<file path="src/rtl/stacker_pkg.sv">
// Shared definitions for the block stacker: FSM encoding, default sizing
// constants and small integer helpers used by the sequencer and slider datapath.
package stacker_pkg;

    typedef enum logic [1:0] {
        S_WAIT = 2'd0,
        S_PLAY = 2'd1,
        S_WON  = 2'd2,
        S_LOST = 2'd3
    } state_t;

    localparam int DEF_NUM_LEVELS = 15;
    localparam int DEF_MAX_BLOCKS = 3;

    function automatic int min_i(input int a, input int b);
        return (a < b) ? a : b;
    endfunction

    function automatic int max_i(input int a, input int b);
        return (a > b) ? a : b;
    endfunction

    // Clamp v to the largest value representable in an unsigned field of width w.
    function automatic int sat_w(input int v, input int w);
        return min_i(v, (1 << w) - 1);
    endfunction

endpackage

</file>
<file path="src/rtl/level_cap_counter.sv">
// Row-width cap schedule: the cap drops by one (never below 1) every
// SHRINK_EVERY cleared levels.
module level_cap_counter
    import stacker_pkg::*;
#(
    parameter int MAX_BLOCKS   = DEF_MAX_BLOCKS,
    parameter int SHRINK_EVERY = 5,
    parameter int BLK_W        = 3
) (
    input  logic             clk,
    input  logic             resetn,
    input  logic             clear,
    input  logic             step,
    output logic [BLK_W-1:0] cap,
    output logic             shrink_due
);

    localparam int CNT_W = (SHRINK_EVERY > 1) ? $clog2(SHRINK_EVERY) : 1;

    logic [CNT_W-1:0] shrink_cnt;
    logic [BLK_W-1:0] cap_dec;

    // shrink_due: the next step completes a SHRINK_EVERY group.
    assign shrink_due = (shrink_cnt == CNT_W'(SHRINK_EVERY - 1));
    assign cap_dec    = BLK_W'(max_i(int'(cap) - 1, 1));

    // NOTE: sequential state uses non-blocking assignments so every register
    // samples pre-edge values regardless of statement order.
    always_ff @(posedge clk or negedge resetn) begin
        if (!resetn) begin
            shrink_cnt <= '0;
            cap        <= BLK_W'(MAX_BLOCKS);
        end else if (clear) begin
            shrink_cnt <= '0;
            cap        <= BLK_W'(MAX_BLOCKS);
        end else if (step) begin
            if (shrink_due) begin
                shrink_cnt <= '0;
                cap        <= cap_dec;
            end else begin
                shrink_cnt <= shrink_cnt + CNT_W'(1);
            end
        end
    end

endmodule

</file>
<file path="src/rtl/level_sequencer.sv">
// Game-progression controller for the block stacker: level, slider speed and
// moving-row width, with win/loss detection and restart.
module level_sequencer
    import stacker_pkg::*;
#(
    parameter int NUM_LEVELS   = DEF_NUM_LEVELS,
    parameter int LVL_W        = 4,
    parameter int SPEED_W      = 4,
    parameter int BLK_W        = 3,
    parameter int MAX_BLOCKS   = DEF_MAX_BLOCKS,
    parameter int SHRINK_EVERY = 5,
    parameter bit AUTO_ADVANCE = 1'b0
) (
    input  logic               clk,
    input  logic               resetn,
    input  logic               go,
    input  logic               place_valid,
    input  logic [BLK_W-1:0]   place_width,
    output logic [LVL_W-1:0]   level,
    output logic [SPEED_W-1:0] speed,
    output logic [BLK_W-1:0]   num_blocks,
    output logic               active,
    output logic               game_won,
    output logic               game_over
);

    state_t             state, state_next;
    logic [LVL_W-1:0]   level_next;
    logic [SPEED_W-1:0] speed_next;
    logic [BLK_W-1:0]   blocks_next;
    logic [BLK_W-1:0]   eff_w;
    logic [BLK_W-1:0]   cap, cap_after;
    logic               shrink_due;
    logic               cap_clear, cap_step;

    level_cap_counter #(
        .MAX_BLOCKS   (MAX_BLOCKS),
        .SHRINK_EVERY (SHRINK_EVERY),
        .BLK_W        (BLK_W)
    ) u_cap (
        .clk        (clk),
        .resetn     (resetn),
        .clear      (cap_clear),
        .step       (cap_step),
        .cap        (cap),
        .shrink_due (shrink_due)
    );

    // A drop wider than the moving row can only land as many blocks as the row has.
    assign eff_w     = BLK_W'(min_i(int'(place_width), int'(num_blocks)));
    assign cap_after = shrink_due ? BLK_W'(max_i(int'(cap) - 1, 1)) : cap;

    // NOTE: every output of this block gets a default first, so no path can
    // leave a signal unassigned and infer a latch.
    always_comb begin
        state_next  = state;
        level_next  = level;
        speed_next  = speed;
        blocks_next = num_blocks;
        cap_clear   = 1'b0;
        cap_step    = 1'b0;

        unique case (state)
            S_WAIT: begin
                if (go) state_next = S_PLAY;
            end
            S_PLAY: begin
                if (place_valid) begin
                    if (eff_w == '0) begin
                        state_next = S_LOST;
                    end else if (level == LVL_W'(NUM_LEVELS)) begin
                        state_next = S_WON;
                    end else begin
                        level_next  = level + LVL_W'(1);
                        speed_next  = SPEED_W'(sat_w(int'(level) + 1, SPEED_W));
                        blocks_next = BLK_W'(min_i(int'(eff_w), int'(cap_after)));
                        cap_step    = 1'b1;
                        state_next  = AUTO_ADVANCE ? S_PLAY : S_WAIT;
                    end
                end
            end
            S_WON, S_LOST: begin
                if (go) begin
                    level_next  = LVL_W'(1);
                    speed_next  = SPEED_W'(1);
                    blocks_next = BLK_W'(MAX_BLOCKS);
                    cap_clear   = 1'b1;
                    state_next  = S_PLAY;
                end
            end
            default: state_next = S_WAIT;
        endcase
    end

    // NOTE: asynchronous reset takes effect without a clock edge, so a reset
    // mid-level discards any advance that was about to be registered.
    always_ff @(posedge clk or negedge resetn) begin
        if (!resetn) begin
            state      <= S_WAIT;
            level      <= LVL_W'(1);
            speed      <= SPEED_W'(1);
            num_blocks <= BLK_W'(MAX_BLOCKS);
        end else begin
            state      <= state_next;
            level      <= level_next;
            speed      <= speed_next;
            num_blocks <= blocks_next;
        end
    end

    assign active    = (state == S_PLAY);
    assign game_won  = (state == S_WON);
    assign game_over = (state == S_LOST);

endmodule
</file>
<file path="config.mk">
export PLATFORM = sky130hd
export DESIGN_NAME = level_sequencer
export DESIGN_NICKNAME = d
export VERILOG_FILES = /design/src/rtl/stacker_pkg.sv /design/src/rtl/level_cap_counter.sv /design/src/rtl/level_sequencer.sv
export SDC_FILE = /design/constraint.sdc
export NUM_CORES = 1
export LEC_CHECK = 0
export BUFFER_PORTS_ARGS = -buffer_cell sky130_fd_sc_hd__buf_4
export CORE_MARGIN = 2
export CORE_UTILIZATION = 49
export CTS_CLUSTER_SIZE = 20
export DETAILED_ROUTE_END_ITERATION = 8
export PLACE_DENSITY_LB_ADDON = 0.05
export SLEW_MARGIN = 20
export SYNTH_ARGS = -nofsm -noshare
export SYNTH_HDL_FRONTEND = slang
export SYNTH_SLANG_ARGS = --single-unit
</file>
<file path="constraint.sdc">
create_clock -name clk -period 2.6 [get_ports clk]
set_input_delay 0.26 -clock clk [delete_from_list [all_inputs] [get_ports clk]]
set_output_delay 0.26 -clock clk [all_outputs]
set_load 0.02 [all_outputs]
</file>
==> impl_summary.txt <==
----------------------------------------------------
[Setup path]
  Number of cell instances on the worst register-to-register path ... 13
  Startpoint of the worst-slack reg-to-reg timing path ... num_blocks[1]
  Crit path kind ... flip-flop to flip-flop
  Critical Path Source Type ... flip-flop
  CP Capture Type ... flip-flop
  Launching instance or port of the critical path ... num_blocks[1]
  Worst setup path endpoint ... num_blocks[1]
  Largest fanout on the critical path ... 3
  Data arrival time of the critical path ... 2.84 ns
  Crit Reg-Reg Endpoint ... num_blocks[1]
  Reg2Reg Setup Slack ... -0.01 ns
  Req. time, crit path ... 2.83 ns

[Timing]
  Number of pins with negative max-slew slack in the final report ... 0
  RSZ-0062 raised after global routing ... yes
  Clock skew ... 0.00284 ns
  Worst-case hold slack ... 0.179 ns
  Ratio of final minimum period to clock period ... 1.00
  Max transition margin ... 0.731
  Minimum period implied by the final worst setup slack ... 2.61 ns
  Total Negative Setup Slacks ... -0.0116 ns
  Worst Setup Slack, final ... -0.0116 ns
  Count of endpoints failing hold in the final timing report ... 0
  Worst Max-Slew Pin Slew ... 0.404 ns
  Max Fclk ... 383 MHz
  Final number of setup-violating endpoints ... 1

[Route]
  Total vias in the final route ... 1061
  Post-DR wirelength/cell ... 14.2 um
  DRT antenna net count ... 0
  Residual DRC count ... 0
  Count of TritonRoute iterations in the first routing pass ... 4
  Via/cell ratio ... about 5.5
  Count of routing violations after the opening detailed-route iteration ... 14
  Final WL ... ~2.7 mm

[Finish]
  Filler cell count ... 188
  Area grow syn2layout ... 32.0%
  Nets ... roughly 180
  Combined area of the multi-input logic cells ... 733 um^2
  Combined flip-flop and latch cell area ... 483 um^2
  ANT cells ... 0
  Post-route cell area ... 1580 um^2
  Proportion of layout cells with a drive suffix above 1 ... 0.384
  Final design utilization ... 0.701

[Floorplan]
  Cell Rows ... 17
  Area of the die ... around 2900 um^2
  Std-Cell Core Area ... 2250 um^2
  Chip height ... 53.4 um
  Width of the die ... 53.4 um
  Initial Utilization ... 0.531
  Ports ... 21

[Pwr]
  Clock Power Share ... 0.075
  Leak ... 0.735 nW
  Reported net switching power ... 0.864 mW
  PnR Total Power ... 1.96 mW
  Ratio of total power to cell area ... 1240 nW/um^2
  Maximum VDD drop ... around 0.89 mV
  Switching share of power ... 0.440
  Seq pwr share ... 0.300
  Combinational share of power ... 0.625
  Internal power consumption ... around 1.1 mW

[Logic synthesis]
  EDFF count, synth ... 0
  Synthesis-stage register bit count ... 19
  Area share of and/or/nand/nor cells after synthesis ... 0.144
  Dominant combinational cell family by area after synthesis ... compound AO/OA/AOI/OAI gates
  Mux cell area share after synthesis ... 0.0209
  Number of instances in the synthesized netlist ... 128
  Post-synthesis net count ... 146
  Ys flop type ... sky130_fd_sc_hd__dfrtp_1
  Total of warnings raised by yosys ... 0
  Largest cells by area after synthesis ... sky130_fd_sc_hd__dfrtp_1 27%, sky130_fd_sc_hd__dfstp_2 13%, sky130_fd_sc_hd__ha_1 11%
  Post-synthesis compound-gate area fraction ... 0.254
  Cell type with the highest aggregate area in the netlist ... sky130_fd_sc_hd__dfrtp_1
  Fraction of synthesized cell area in xor and xnor cells ... 0.0146
  Arithmetic-cell share of the synthesized area counting full adders, half adders and majority gates ... 0.115
  Netlist cell types ... 40
  Register area share after synthesis ... 0.403
  Proportion of netlist area held by the largest area contributor ... 0.272
  Mean post-synth cell area ... 9.35 um^2
  Post-Synthesis Cell Area ... 1200 um^2
  Post-synthesis async set-or-reset flop share ... 1.00

[Run status]
  Outcome ... finished with violations
  Violated checks ... setup timing

[CTS]
  Count of clock tree sinks ... 19
  Count of H-tree levels built during CTS ... 1
  CTS tree ... done
  CTS root buffer ... sky130_fd_sc_hd__clkbuf_4
  Clk_lat worst skew ... between 0.2 and 0.3 ns
  Clock buffer count from CTS ... 3
  Clock transition at the registers of the reported paths ... roughly 0.10 ns
  Largest buffer count on any clock path ... 2

[Global route]
  Wire length of the first global-routing pass ... roughly 4.4 mm
  Overall global routing resource usage ... 0.215
  Congestion Overflow GR ... 0
  Via count of the first global-routing pass ... 1006
  Maximum number of pins on one net before global-route repair ... 20
  Antenna violations before repair ... 0

[Placement]
  Gp weighted congestion ... approximately 0.87
  Post-placement cell area ... 1480 um^2
  Post-DP HPWL ... 2.00 mm
  Buffers on Ports ... 20

[Job]
  Max capacitance violation total ... 0

[Hold path]
  Hold path depth ... 2
  Min-Delay Path Class ... primary input to flip-flop
  Start point of the worst hold path ... go

----------------------------------------------------
[power by group through the flow]
stage	sequential [mW]	clock (mW)	combinational, mW
after floorplan	0.676	0	0.666
after global placement	0.582	0	1.11
after detailed placement	0.590	0	1.15
after CTS	0.585	0.151	1.17
after global routing	0.611	0.160	1.35
final	0.589	0.147	1.23
[layer usage]
| layer | global-route usage | routed length [um] | vias to the layer above |
|---|---|---|---|
| met5 | 0 | 0 | - |
| met4 | 0.0556 | 34 | 0 |
| met3 | 0.0169 | 94 | 4 |
| met2 | 0.383 | 1360 | 23 |
| met1 | 0.277 | 1240 | 499 |
| li1 | - | - | 535 |
[cell usage in the layout (no fill, tap or decap), types with 2 or more instances in the layout]
cell / n
sky130_fd_sc_hd__buf_4: 34
sky130_fd_sc_hd__dfrtp_1: 13
sky130_fd_sc_hd__nand2_1: 11
sky130_fd_sc_hd__inv_1: 9
sky130_fd_sc_hd__nor2_1: 9
sky130_fd_sc_hd__o21ai_0: 7
sky130_fd_sc_hd__ha_1: 7
sky130_fd_sc_hd__a21oi_1: 6
sky130_fd_sc_hd__dfstp_2: 6
sky130_fd_sc_hd__nor3_1: 5
sky130_fd_sc_hd__a21oi_2: 4
sky130_fd_sc_hd__and2_1: 3
sky130_fd_sc_hd__o21ai_2: 3
sky130_fd_sc_hd__ha_4: 3
sky130_fd_sc_hd__clkbuf_4: 3
sky130_fd_sc_hd__nor2b_1: 2
sky130_fd_sc_hd__nand2_2: 2
sky130_fd_sc_hd__o21a_1: 2
sky130_fd_sc_hd__o31ai_1: 2
sky130_fd_sc_hd__o22ai_1: 2
sky130_fd_sc_hd__a21o_1: 2
sky130_fd_sc_hd__a31oi_1: 2
sky130_fd_sc_hd__a211oi_1: 2
sky130_fd_sc_hd__a22o_1: 2
[synth_stat cells (all sizes together), types with 2 or more instances]
cell	number
a211oi	3
a21o	2
a21oi	10
a22o	2
a31oi	3
and2	3
buf	2
dfrtp	13
dfstp	6
ha	11
inv	10
nand2	13
nor2	9
nor2b	2
nor3	5
o21a	2
o21ai	11
o22ai	2
o31ai	2
[sequential cells by signal, summed over array words and instances (netlist names)]
register / flops
u_cap.cap: 3
num_blocks: 3
speed: 4
state: 2
u_cap.shrink_cnt: 3
level: 4
[area by class of cell]
class,instances,share of cell area
multi-input combinational,96,0.464
clock buffer,4,0.0166
inverter,10,0.0238
tap,28,0.0222
timing repair buffer,35,0.168
sequential,19,0.306
[repair_timing]
item	CTS	global route
gates resized for setup	1	8
hold endpoints to repair	13	0
pin swaps	3	0
gates cloned	0	0
setup buffers	1	2
setup endpoints to repair	1	1
hold buffers	1	0
[metrics by stage]
step | instances | setup WS, ns
2_1_floorplan | 128 | -0.198
3_3_place_gp | 184 | 0.0220
3_5_place_dp | 184 | -0.0249
4_1_cts | 190 | -0.0277
5_1_grt | 192 | -0.118
6_report | 192 | -0.0116
[critical path: stages (launching register included)]
cell and delay [ns]:
sky130_fd_sc_hd__dfstp_2 0.55, sky130_fd_sc_hd__inv_2 0.04, sky130_fd_sc_hd__ha_4 0.26, sky130_fd_sc_hd__nand2_2 0.05, sky130_fd_sc_hd__o21ai_2 0.13, sky130_fd_sc_hd__mux2i_2 0.25
sky130_fd_sc_hd__inv_1 0.10, sky130_fd_sc_hd__ha_4 0.27, sky130_fd_sc_hd__nand2_2 0.06, sky130_fd_sc_hd__o31a_1 0.24, sky130_fd_sc_hd__o41a_1 0.11, sky130_fd_sc_hd__o21ai_2 0.07
sky130_fd_sc_hd__mux2_4 0.31, sky130_fd_sc_hd__a21oi_2 0.11
[worst min-delay path by stage]
stage | slack, ns | endpoint
3_3_place_gp | 0.15 | u_cap.shrink_cnt[1]
2_1_floorplan | -0.04 | level[1]
6_report | 0.18 | state[1]
5_1_grt | 0.18 | state[1]
4_1_cts | 0.17 | state[1]
3_5_place_dp | 0.15 | u_cap.shrink_cnt[1]
[cell families after synthesis]
| logic type | Yosys count |
|---|---|
| AO/OA/AOI/OAI | 44 |
| XOR/XNOR | 2 |
| adder cells (fa/ha/maj) | 11 |
| buffers and inverters | 13 |
| flip-flops | 19 |
| multiplexers | 2 |
| AND/OR/NAND/NOR | 37 |
No activity file was read; power rests on OpenSTA's default activity.
